===== src/rtl/token_ring_counter_if.sv =====
// Board-facing signal bundle for token_ring_counter: button, mode and display
// controls in, display pins and ring status out.
interface token_ring_counter_if #(
    parameter int DISPLAY_WIDTH = 8,
    parameter int STAGES        = 3,
    parameter int LAP_WIDTH     = 8
);
    localparam int SEL_WIDTH = $clog2(STAGES);

    logic                     start_btn;
    logic                     step_mode;
    logic [SEL_WIDTH-1:0]     disp_sel;
    logic [DISPLAY_WIDTH-1:0] output_pins;
    logic [STAGES-1:0]        trace_req;
    logic [LAP_WIDTH-1:0]     lap_cnt;
    logic                     running;

    modport master (
        output start_btn, step_mode, disp_sel,
        input  output_pins, trace_req, lap_cnt, running
    );

    modport slave (
        input  start_btn, step_mode, disp_sel,
        output output_pins, trace_req, lap_cnt, running
    );
endinterface


===== src/rtl/token_ring_counter.sv =====
// Ring of STAGES counting stages passing one token over registered 4-phase
// req/ack links; each stage adds STEP on receive. Start button injects/advances.
module token_ring_counter #(
    parameter int WIDTH         = 25,
    parameter int DISPLAY_WIDTH = 8,
    parameter int STAGES        = 3,
    parameter int STEP          = 1,
    parameter int HOLD_CYCLES   = 0,
    parameter int LAP_WIDTH     = 8
) (
    input  logic                 clk,
    input  logic                 rst,
    token_ring_counter_if.slave  bus
);
    typedef enum logic [1:0] {
        ST_EMPTY,
        ST_ACKED,
        ST_HOLD,
        ST_REQ
    } stage_state_e;

    localparam int HOLD_W = (HOLD_CYCLES > 0) ? $clog2(HOLD_CYCLES + 1) : 1;
    localparam logic [HOLD_W-1:0] HOLD_LAST  = HOLD_W'(HOLD_CYCLES);
    localparam logic [HOLD_W-1:0] HOLD_ENTRY = (HOLD_CYCLES == 0) ? '0 : HOLD_W'(1);
    localparam logic [WIDTH-1:0]  STEP_W     = WIDTH'(STEP);

    function automatic int prev_idx(input int k);
        return (k == 0) ? STAGES - 1 : k - 1;
    endfunction

    stage_state_e          state    [STAGES];
    logic [WIDTH-1:0]      data     [STAGES];
    logic [HOLD_W-1:0]     hold_cnt [STAGES];
    logic [STAGES-1:0]     req;
    // ack[k] is owned by stage k+1 and answers req[k].
    logic [STAGES-1:0]     ack;
    logic [STAGES-1:0]     trace_q;
    logic [LAP_WIDTH-1:0]  lap_q;
    logic                  running_q;
    logic                  advance_pending;

    logic btn_meta, btn_sync, btn_sync_prev;
    logic start_edge;
    logic go;

    // Button is active-low; flops reset to the released level so reset never fakes a press.
    always_ff @(posedge clk or posedge rst) begin
        if (rst) begin
            btn_meta      <= 1'b1;
            btn_sync      <= 1'b1;
            btn_sync_prev <= 1'b1;
        end else begin
            btn_meta      <= bus.start_btn;
            btn_sync      <= btn_meta;
            btn_sync_prev <= btn_sync;
        end
    end

    assign start_edge = btn_sync_prev & ~btn_sync;
    assign go         = ~bus.step_mode | advance_pending;

    always_ff @(posedge clk or posedge rst) begin
        if (rst) begin
            // NOTE: the per-stage arrays are tiny register files, so they are reset
            // explicitly; a restart must always begin from data 0.
            for (int k = 0; k < STAGES; k++) begin
                state[k]    <= ST_EMPTY;
                data[k]     <= '0;
                hold_cnt[k] <= '0;
            end
            req             <= '0;
            ack             <= '0;
            trace_q         <= '0;
            lap_q           <= '0;
            running_q       <= 1'b0;
            advance_pending <= 1'b0;
        end else begin
            // NOTE: every state register uses <= so all stages see each other's
            // pre-edge values, which is what makes each link a clean registered handshake.
            for (int k = 0; k < STAGES; k++) begin
                unique case (state[k])
                    ST_EMPTY: begin
                        if (k == 0 && start_edge && !running_q) begin
                            state[k]    <= ST_HOLD;
                            data[k]     <= '0;
                            hold_cnt[k] <= '0;
                        end else if (req[prev_idx(k)]) begin
                            data[k]          <= data[prev_idx(k)] + STEP_W;
                            ack[prev_idx(k)] <= 1'b1;
                            state[k]         <= ST_ACKED;
                            if (k == 0) lap_q <= lap_q + 1'b1;
                        end
                    end
                    ST_ACKED: begin
                        // The ack drop counts as the first hold cycle, giving a hop of
                        // 3 + HOLD_CYCLES from req rise to req rise.
                        if (!req[prev_idx(k)]) begin
                            ack[prev_idx(k)] <= 1'b0;
                            hold_cnt[k]      <= HOLD_ENTRY;
                            if (HOLD_CYCLES == 0 && go) begin
                                req[k]     <= 1'b1;
                                trace_q[k] <= 1'b1;
                                state[k]   <= ST_REQ;
                                if (bus.step_mode) advance_pending <= 1'b0;
                            end else begin
                                state[k] <= ST_HOLD;
                            end
                        end
                    end
                    ST_HOLD: begin
                        if (hold_cnt[k] == HOLD_LAST) begin
                            if (go) begin
                                req[k]     <= 1'b1;
                                trace_q[k] <= 1'b1;
                                state[k]   <= ST_REQ;
                                if (bus.step_mode) advance_pending <= 1'b0;
                            end
                        end else begin
                            hold_cnt[k] <= hold_cnt[k] + 1'b1;
                        end
                    end
                    ST_REQ: begin
                        if (ack[k]) begin
                            req[k]   <= 1'b0;
                            state[k] <= ST_EMPTY;
                        end
                    end
                    default: state[k] <= ST_EMPTY;
                endcase
            end

            // A press landing in the same cycle as a consumed advance still counts.
            if (start_edge) begin
                if (!running_q)          running_q       <= 1'b1;
                else if (bus.step_mode)  advance_pending <= 1'b1;
            end
        end
    end

    always_comb begin
        // NOTE: default first so unmatched disp_sel values drive 0 instead of a latch.
        bus.output_pins = '0;
        for (int k = 0; k < STAGES; k++) begin
            if (int'(bus.disp_sel) == k) bus.output_pins = data[k][WIDTH-1 -: DISPLAY_WIDTH];
        end
    end

    assign bus.trace_req = trace_q;
    assign bus.lap_cnt   = lap_q;
    assign bus.running   = running_q;
endmodule


===== src/flat_wrapper.sv =====
// flat-port wrapper written by rule: the top's interface ports become plain ports
module token_ring_counter_flat 
#(
    parameter int WIDTH         = 25,
    parameter int DISPLAY_WIDTH = 8,
    parameter int STAGES        = 3,
    parameter int STEP          = 1,
    parameter int HOLD_CYCLES   = 0,
    parameter int LAP_WIDTH     = 8
)
  (clk, rst, bus_start_btn, bus_step_mode, bus_disp_sel, bus_output_pins, bus_trace_req, bus_lap_cnt, bus_running);
  token_ring_counter_if #(.DISPLAY_WIDTH(DISPLAY_WIDTH), .STAGES(STAGES), .LAP_WIDTH(LAP_WIDTH)) bus_i ();
  input  logic clk;
  input  logic rst;
  input wire logic [$bits(bus_i.start_btn)-1:0] bus_start_btn;
  input wire logic [$bits(bus_i.step_mode)-1:0] bus_step_mode;
  input wire logic [$bits(bus_i.disp_sel)-1:0] bus_disp_sel;
  output wire logic [$bits(bus_i.output_pins)-1:0] bus_output_pins;
  output wire logic [$bits(bus_i.trace_req)-1:0] bus_trace_req;
  output wire logic [$bits(bus_i.lap_cnt)-1:0] bus_lap_cnt;
  output wire logic [$bits(bus_i.running)-1:0] bus_running;
  assign bus_i.start_btn = bus_start_btn;
  assign bus_i.step_mode = bus_step_mode;
  assign bus_i.disp_sel = bus_disp_sel;
  assign bus_output_pins = bus_i.output_pins;
  assign bus_trace_req = bus_i.trace_req;
  assign bus_lap_cnt = bus_i.lap_cnt;
  assign bus_running = bus_i.running;
  token_ring_counter #(.WIDTH(WIDTH), .DISPLAY_WIDTH(DISPLAY_WIDTH), .STAGES(STAGES), .STEP(STEP), .HOLD_CYCLES(HOLD_CYCLES), .LAP_WIDTH(LAP_WIDTH)) u_core (.clk(clk), .rst(rst), .bus(bus_i));
endmodule

===== config.mk =====
export PLATFORM = sky130hd
export DESIGN_NAME = token_ring_counter_flat
export DESIGN_NICKNAME = d
export VERILOG_FILES = /design/src/rtl/token_ring_counter_if.sv /design/src/rtl/token_ring_counter.sv /design/src/flat_wrapper.sv
export SDC_FILE = /design/constraint.sdc
export NUM_CORES = 1
export LEC_CHECK = 0
export CELL_PAD_IN_SITES_DETAIL_PLACEMENT = 1
export CELL_PAD_IN_SITES_GLOBAL_PLACEMENT = 1
export CORE_UTILIZATION = 51
export CTS_CLUSTER_DIAMETER = 60
export DETAILED_ROUTE_END_ITERATION = 16
export GPL_TIMING_DRIVEN = 0
export PLACE_DENSITY = 0.89
export SYNTH_ARGS = -nofsm -noshare
export SYNTH_HDL_FRONTEND = slang
export SYNTH_SLANG_ARGS = --single-unit

===== constraint.sdc =====
create_clock -name clk -period 10.4 [get_ports clk]
set_clock_uncertainty 0.15 [all_clocks]
set_input_delay 2.08 -clock clk [delete_from_list [all_inputs] [get_ports clk]]
set_output_delay 2.08 -clock clk [all_outputs]
set_load 0.01 [all_outputs]

==> results.sh, run 1 <==
export IMPL_run_status="finished, final reports clean"
export IMPL_mappedNetlistNets=684
export IMPL_drt_pass1_iterations=7
export IMPL_final_cell_area_um2=6680
export IMPL_maxCapViolCount=0
export IMPL_power_leakage_nw=2.63
export IMPL_fillerInstances=1315
export IMPL_cts_sinks=103
export IMPL_drcViolationCount=0
export IMPL_drt_antenna_violating_nets=0
export IMPL_mappedNetlistArea_um2=5930
export IMPL_min_from="u_core.btn_meta"
export IMPL_area_growth_pct=12.7
export IMPL_worst_vdd_drop_uv=145
export IMPL_synth_top_cell_area_share_pct=42.2
export IMPL_cts_hold_fix_buffers=0
export IMPL_fmax_mhz=162
export IMPL_synth_common_cells="sky130_fd_sc_hd__dfrtp_1 (100), sky130_fd_sc_hd__nand2_1 (98), sky130_fd_sc_hd__o21ai_0 (66), sky130_fd_sc_hd__nand3_1 (40), sky130_fd_sc_hd__xnor2_1 (35)"
export IMPL_synthesized_instance_count=662
export IMPL_routed_top_layer="met4"
export IMPL_finalCriticalPeriod_ns=6.17
export IMPL_synthTopCellsByArea="sky130_fd_sc_hd__dfrtp_1 (42%), sky130_fd_sc_hd__nand2_1 (6.2%), sky130_fd_sc_hd__o21ai_0 (5.6%)"
export IMPL_critical_path_startpoint="bus_disp_sel[1]"
export IMPL_global_route_total_usage_across_every_layer_pct=32.1
export IMPL_num_rows=39
export IMPL_slew_headroom_pct=53.7
export IMPL_critical_path_peak_fanout=9
export IMPL_post_cts_resize_count=0
export IMPL_floorplan_die_height_um=110
export IMPL_drt_iter0_markers=295
export IMPL_placement_io_buffers=24
export IMPL_fin_hold_viols=0
export IMPL_worstPathBufferInverterCount=3
export IMPL_report_final_setup_viol=0
export IMPL_tightest_slew_ns=0.691
export IMPL_gp_congestion=0.877
export IMPL_route_vias_total=5376
export IMPL_final_min_period_over_clock_period_pct=59.4
export IMPL_worst_reg2reg_setup_slack_ns=7.41
export IMPL_grt_remaining_overflow=0
export IMPL_vias_per_cell=6.35
export IMPL_fin_nets=720
export IMPL_critPathLaunchType="primary input"
export IMPL_ys_flop_type="sky130_fd_sc_hd__dfrtp_1"
export IMPL_effective_utilization_at_floorplan_pct=52.2
export IMPL_timing_critical_path_required_ns=8.17
export IMPL_cell_with_the_most_instances_after_synthesis="sky130_fd_sc_hd__dfrtp_1"
export IMPL_synth_yosys_seq_area_share_pct=43.5
export IMPL_grt_pass1_vias=5524
export IMPL_rr_startpoint="u_core.state[4]"
export IMPL_placement_cell_area_um2=6380
export IMPL_design_core_area_um2=11400
export IMPL_cp_common_cell="sky130_fd_sc_hd__clkdlybuf4s50_1"
export IMPL_powerDensity_nw_per_um2=165
export IMPL_floorplan_die_width_um=110
export IMPL_final_max_slew_viol_count=0
export IMPL_die_area_um2=12100
export IMPL_synth_avg_cell_area_um2=8.96
export IMPL_criticalPathCategory="in -> out"
export IMPL_routed_wl_um=17900
export IMPL_final_core_utilization_pct=58.8
export IMPL_numCtsBuffers=9
export IMPL_synth_seq_cells=103
export IMPL_routed_wl_met2_um=9010
export IMPL_yosys_warnings=0
export IMPL_ys_async_sr_fraction_pct=100
export IMPL_cts_setup_buffers=0
export IMPL_antenna_diode_count=0
export IMPL_wirelength_met1_um=7450
export IMPL_critical_path_slowest_cell="sky130_fd_sc_hd__clkdlybuf4s50_1"
export IMPL_worst_setup_path_end_kind="output port"
export IMPL_met3WireLength_um=945
export IMPL_arrival_ns=3.94
export IMPL_critPathTopFamily="buffers and inverters"
export IMPL_synth_enable_flop_cells=0
export IMPL_antenna_found_initial=0
export IMPL_rsz_0062_raised_after_global_routing="false"
export IMPL_cell_taking_the_most_area_after_synthesis="sky130_fd_sc_hd__dfrtp_1"
export IMPL_insertion_delay_ns=0.36
export IMPL_place_detailed_hpwl_um=13100
export IMPL_layout_drive_gt1_share_pct=5.69
export IMPL_wl_per_cell_um=21.1
export IMPL_floorplan_io_pins=26
export IMPL_critPathMaxStageDelay_ns=0.62
export IMPL_crit_chain="clkdlybuf4s50_1 > nor2b_1 > clkbuf_1 > nand2_1 > o21ai_0 > clkdlybuf4s50_1"
export IMPL_timing_setup_tns_ns=0
export IMPL_cts_root_buf="sky130_fd_sc_hd__clkbuf_16"
export IMPL_largest_net_degree_at_the_start_of_global_routing=53
export IMPL_synth_cell_type_count=58
export IMPL_clkTransAtPathRegs_ns=0.07
export IMPL_cts_tree="done"
export IMPL_grt_first_pass_wirelength_um=28900
export IMPL_hp_class="reg -> reg"
export IMPL_cts_htree_levels=3
export IMPL_maximum_clock_path_buffer_count=2
report_power, final:
part	switching (mW)	internal (mW)
logic	0.157	0.104
clock network	0.162	0.195
registers	0.0484	0.434
placed cells by master (no fill, tap or decap), drive strengths merged, types with 18 or more instances in the layout:
master         netlist  routed
clkdlybuf4s50        0      24
nand2               98      98
inv                 26      29
or4                 18      18
xnor2               35      35
nand4               22      22
nand3               40      40
dfrtp              100     100
o21ai               67      67
clkbuf              28      38
nor2                32      32
final timing paths:
path,end,cells after the start
max,bus_output_pins[7],6
min,u_core.btn_sync,0
max reg2reg,u_core.data[70],8
min reg2reg,u_core.btn_sync,0
max in group asynchronous,u_core.data[42],3
min in group asynchronous,u_core.bus.lap_cnt[7],2
final cells by class:
| type | instances | area [µm²] | area share [%] |
|---|---|---|---|
| clock inverter | 6 | 66.3 | 0.992 |
| clock buffer | 10 | 239 | 3.58 |
| inverter | 26 | 100 | 1.50 |
| multi-input combinational | 499 | 3090 | 46.2 |
| tap | 143 | 179 | 2.68 |
| timing repair buffer | 25 | 268 | 4.01 |
| sequential | 103 | 2580 | 38.6 |
| buffer | 34 | 163 | 2.43 |
logic make-up (layout without fill, tap and decap cells):
family	count (synthesis)	after routing	share of synthesized area, %
compound gates	143	143	15.3
xor+xnor	46	46	6.79
flops	103	103	43.5
fa+ha+maj	16	16	3.38
buf+inv	60	101	4.39
mux	15	15	2.60
simple gates	279	279	24.0
per-stage QoR:
step                      hold slack [ns]  std cells  worst slack [ns]  total power, mW
final                               0.209        846              4.23             1.10
after global routing                0.212        846              4.11             1.15
after CTS                           0.209        846              4.23             1.10
after detailed placement            0.199        830              4.23            0.748
after global placement              0.197        829              3.86            0.725
after floorplan                     0.195        662              5.25            0.657
routing by layer:
metal / GRT usage, % / up-vias
met2: 54.8 / 151
met5: 0 / -
met3: 6.70 / 34
li1: - / 2472
met4: 13.2 / 0
met1: 39.3 / 2719
flip-flops by register name (all words and copies together), names as in the netlist, 3 cells and up:
signal,flops
u_core.bus.trace_req,3
u_core.ack,3
u_core.req,3
u_core.state,6
u_core.bus.lap_cnt,8
u_core.data,75
(Power assumes the default switching activity.)
==> run 2: changes to the inputs <==
--- a/config.mk
+++ b/config.mk
@@ -7,11 +7,11 @@
 export LEC_CHECK = 0
 export CELL_PAD_IN_SITES_DETAIL_PLACEMENT = 1
 export CELL_PAD_IN_SITES_GLOBAL_PLACEMENT = 1
-export CORE_UTILIZATION = 51
+export CORE_UTILIZATION = 47
 export CTS_CLUSTER_DIAMETER = 60
 export DETAILED_ROUTE_END_ITERATION = 16
 export GPL_TIMING_DRIVEN = 0
-export PLACE_DENSITY = 0.89
+export PLACE_DENSITY = 0.83
 export SYNTH_ARGS = -nofsm -noshare
 export SYNTH_HDL_FRONTEND = slang
 export SYNTH_SLANG_ARGS = --single-unit
==> constraint.sdc (replaced) <==
create_clock -name clk -period 5.74 [get_ports clk]
set_clock_uncertainty 0.15 [all_clocks]
set_input_delay 1.148 -clock clk [delete_from_list [all_inputs] [get_ports clk]]
set_output_delay 1.148 -clock clk [all_outputs]
set_load 0.01 [all_outputs]
==> run 2 against run 1 <==
Register-to-register slack got worse by 4.5 ns. Via count decreased by 1.2%. Clock-buffer cell count increased by 2. Largest cell class unchanged.
==> results.sh, run 2 (synthesis results as in run 1) <==
export IMPL_run_status="finished, final reports clean"
export IMPL_place_detailed_hpwl_um=12700
export IMPL_drt_iter0_markers=325
export IMPL_placement_io_buffers=24
export IMPL_post_cts_resize_count=0
export IMPL_criticalPathCategory="in -> out"
export IMPL_route_vias_total=5312
export IMPL_seq_power_share_pct=43.6
export IMPL_power_leakage_nw=2.62
export IMPL_fin_nets=720
export IMPL_critical_path_peak_fanout=9
export IMPL_floorplan_io_pins=26
export IMPL_report_final_setup_viol=0
export IMPL_timing_setup_tns_ns=0
export IMPL_fmax_mhz=233
export IMPL_worst_vdd_drop_uv=191
export IMPL_critPathLaunchType="primary input"
export IMPL_timing_critical_path_required_ns=4.44
export IMPL_routed_wl_um=17600
export IMPL_layout_cells_most_common="sky130_fd_sc_hd__dfrtp_1"
export IMPL_clockPowerShare_pct=32.6
export IMPL_rr_startpoint="u_core.state[4]"
export IMPL_cts_hold_fix_buffers=0
export IMPL_crit_chain="clkdlybuf4s50_1 > nor2b_1 > clkbuf_1 > nand2_1 > o21ai_0 > clkdlybuf4s50_1"
export IMPL_grt_pass1_vias=5540
export IMPL_design_core_area_um2=12200
export IMPL_layout_drive_gt1_share_pct=5.26
export IMPL_post_route_worst_setup_slack_ns=1.45
export IMPL_slew_headroom_pct=50.9
export IMPL_seq_area_um2=2580
export IMPL_arrival_ns=2.99
export IMPL_max_ffs_per_register=75
export IMPL_dp_worst_setup_slack_ns=1.45
export IMPL_maximum_clock_path_buffer_count=2
export IMPL_cts_sinks=103
export IMPL_num_rows=40
export IMPL_antenna_found_initial=0
export IMPL_cts_setup_buffers=0
export IMPL_effective_utilization_at_floorplan_pct=48.8
export IMPL_drt_pass1_iterations=4
export IMPL_critPathMaxStageDelay_ns=0.61
export IMPL_clkTransAtPathRegs_ns=0.07
export IMPL_fillerInstances=1415
export IMPL_highest_count_cells_in_the_layout_ignoring_fill_and_taps="sky130_fd_sc_hd__dfrtp_1 (100), sky130_fd_sc_hd__nand2_1 (98), sky130_fd_sc_hd__o21ai_0 (66)"
export IMPL_multi_input_area_um2=3090
export IMPL_combPwrFrac_pct=23.7
export IMPL_top_register="u_core.data"
export IMPL_final_max_slew_viol_count=0
export IMPL_rsz_0062_raised_after_global_routing="false"
export IMPL_die_area_um2=13100
export IMPL_floorplan_die_width_um=114
export IMPL_antenna_diode_count=0
export IMPL_global_route_total_usage_across_every_layer_pct=29.4
export IMPL_grt_remaining_overflow=0
export IMPL_swShare_pct=32.3
export IMPL_wl_per_cell_um=20.2
export IMPL_p_int_mw=1.36
export IMPL_worst_reg2reg_setup_slack_ns=2.92
export IMPL_tightest_slew_ns=0.727
export IMPL_cts_root_buf="sky130_fd_sc_hd__clkbuf_16"
export IMPL_critical_path_startpoint="bus_disp_sel[1]"
export IMPL_cts_tree="done"
export IMPL_gp_congestion=0.900
export IMPL_drcViolationCount=0
export IMPL_net_switching_power_figure_mw=0.648
export IMPL_vias_per_cell=6.10
export IMPL_min_from="u_core.btn_meta"
export IMPL_area_growth_pct=13.3
export IMPL_cp_common_cell="sky130_fd_sc_hd__clkdlybuf4s50_1"
export IMPL_hp_class="reg -> reg"
export IMPL_final_min_period_over_clock_period_pct=74.8
export IMPL_floorplan_die_height_um=114
export IMPL_finalCriticalPeriod_ns=4.29
export IMPL_worst_setup_path_end_kind="output port"
export IMPL_numCtsBuffers=9
export IMPL_fin_hold_viols=0
export IMPL_drt_antenna_violating_nets=0
export IMPL_cts_htree_levels=3
export IMPL_critical_path_slowest_cell="sky130_fd_sc_hd__clkdlybuf4s50_1"
export IMPL_insertion_delay_ns=0.36
export IMPL_maxCapViolCount=0
export IMPL_grt_first_pass_wirelength_um=29300
export IMPL_powerDensity_nw_per_um2=299
export IMPL_largest_net_degree_at_the_start_of_global_routing=54
==> run 2: cell count changes in the layout (fill, tap and decap cells not counted), sizes merged <==
cell	previous run	this run
bufinv	1	2
inv	29	26
clkinvlp	0	1
clkbuf	38	40
clkinv	2	1
==> run 2: per-layer routing <==
layer  vias to the layer above  routed length [µm]  track usage, %  share of wire (%)
li1                       2466                   -               -                  -
met1                      2705                7540            36.4                 43
met2                       115                8930            51.2                 51
met3                        26                 745            6.25                4.2
met4                         0                 365            9.61                2.1
met5                         -                   0               0                  0
==> run 2: power by group through the flow <==
stage | clock network, mW | registers (mW) | logic [mW]
global placement | 0 | 0.878 | 0.437
CTS | 0.667 | 0.872 | 0.478
finish | 0.655 | 0.875 | 0.476
floorplan | 0 | 0.853 | 0.338
detailed placement | 0 | 0.885 | 0.464
global route | 0.688 | 0.884 | 0.535
==> run 2: area by class of cell <==
cell class	count	area share (%)
repair buffers	25	3.99
clock inverters	4	1.08
plain buffers	34	2.42
multi-input cells	499	46.0
inverters	26	1.49
well taps	168	3.13
flip-flops and latches	103	38.4
clock buffers	12	3.52
==> run 2: worst paths after layout <==
path,endpoint,cells after the start
max,bus_output_pins[1],6
min,u_core.btn_sync,0
max reg2reg,u_core.data[68],8
min reg2reg,u_core.btn_sync,0
max in group asynchronous,u_core.data[21],3
min in group asynchronous,u_core.data[56],2
==> run 2: through the flow <==
step | util [%] | total power, mW | cells | area, µm² | hold WS (ns)
2_1_floorplan | - | 1.19 | 662 | 5930 | 0.195
3_3_place_gp | 52.5 | 1.32 | 854 | 6380 | 0.196
3_5_place_dp | 52.7 | 1.35 | 855 | 6410 | 0.203
4_1_cts | 55.2 | 2.02 | 871 | 6720 | 0.213
5_1_grt | 55.2 | 2.11 | 871 | 6720 | 0.214
6_report | 55.2 | 2.01 | 871 | 6720 | 0.210
==> run 2: critical path: cells and delay by family <==
kind                   cells  cell delay [ns]
AND/OR/NAND/NOR            2             0.27
buffers and inverters      3             1.48
AO/OA/AOI/OAI              1             0.09
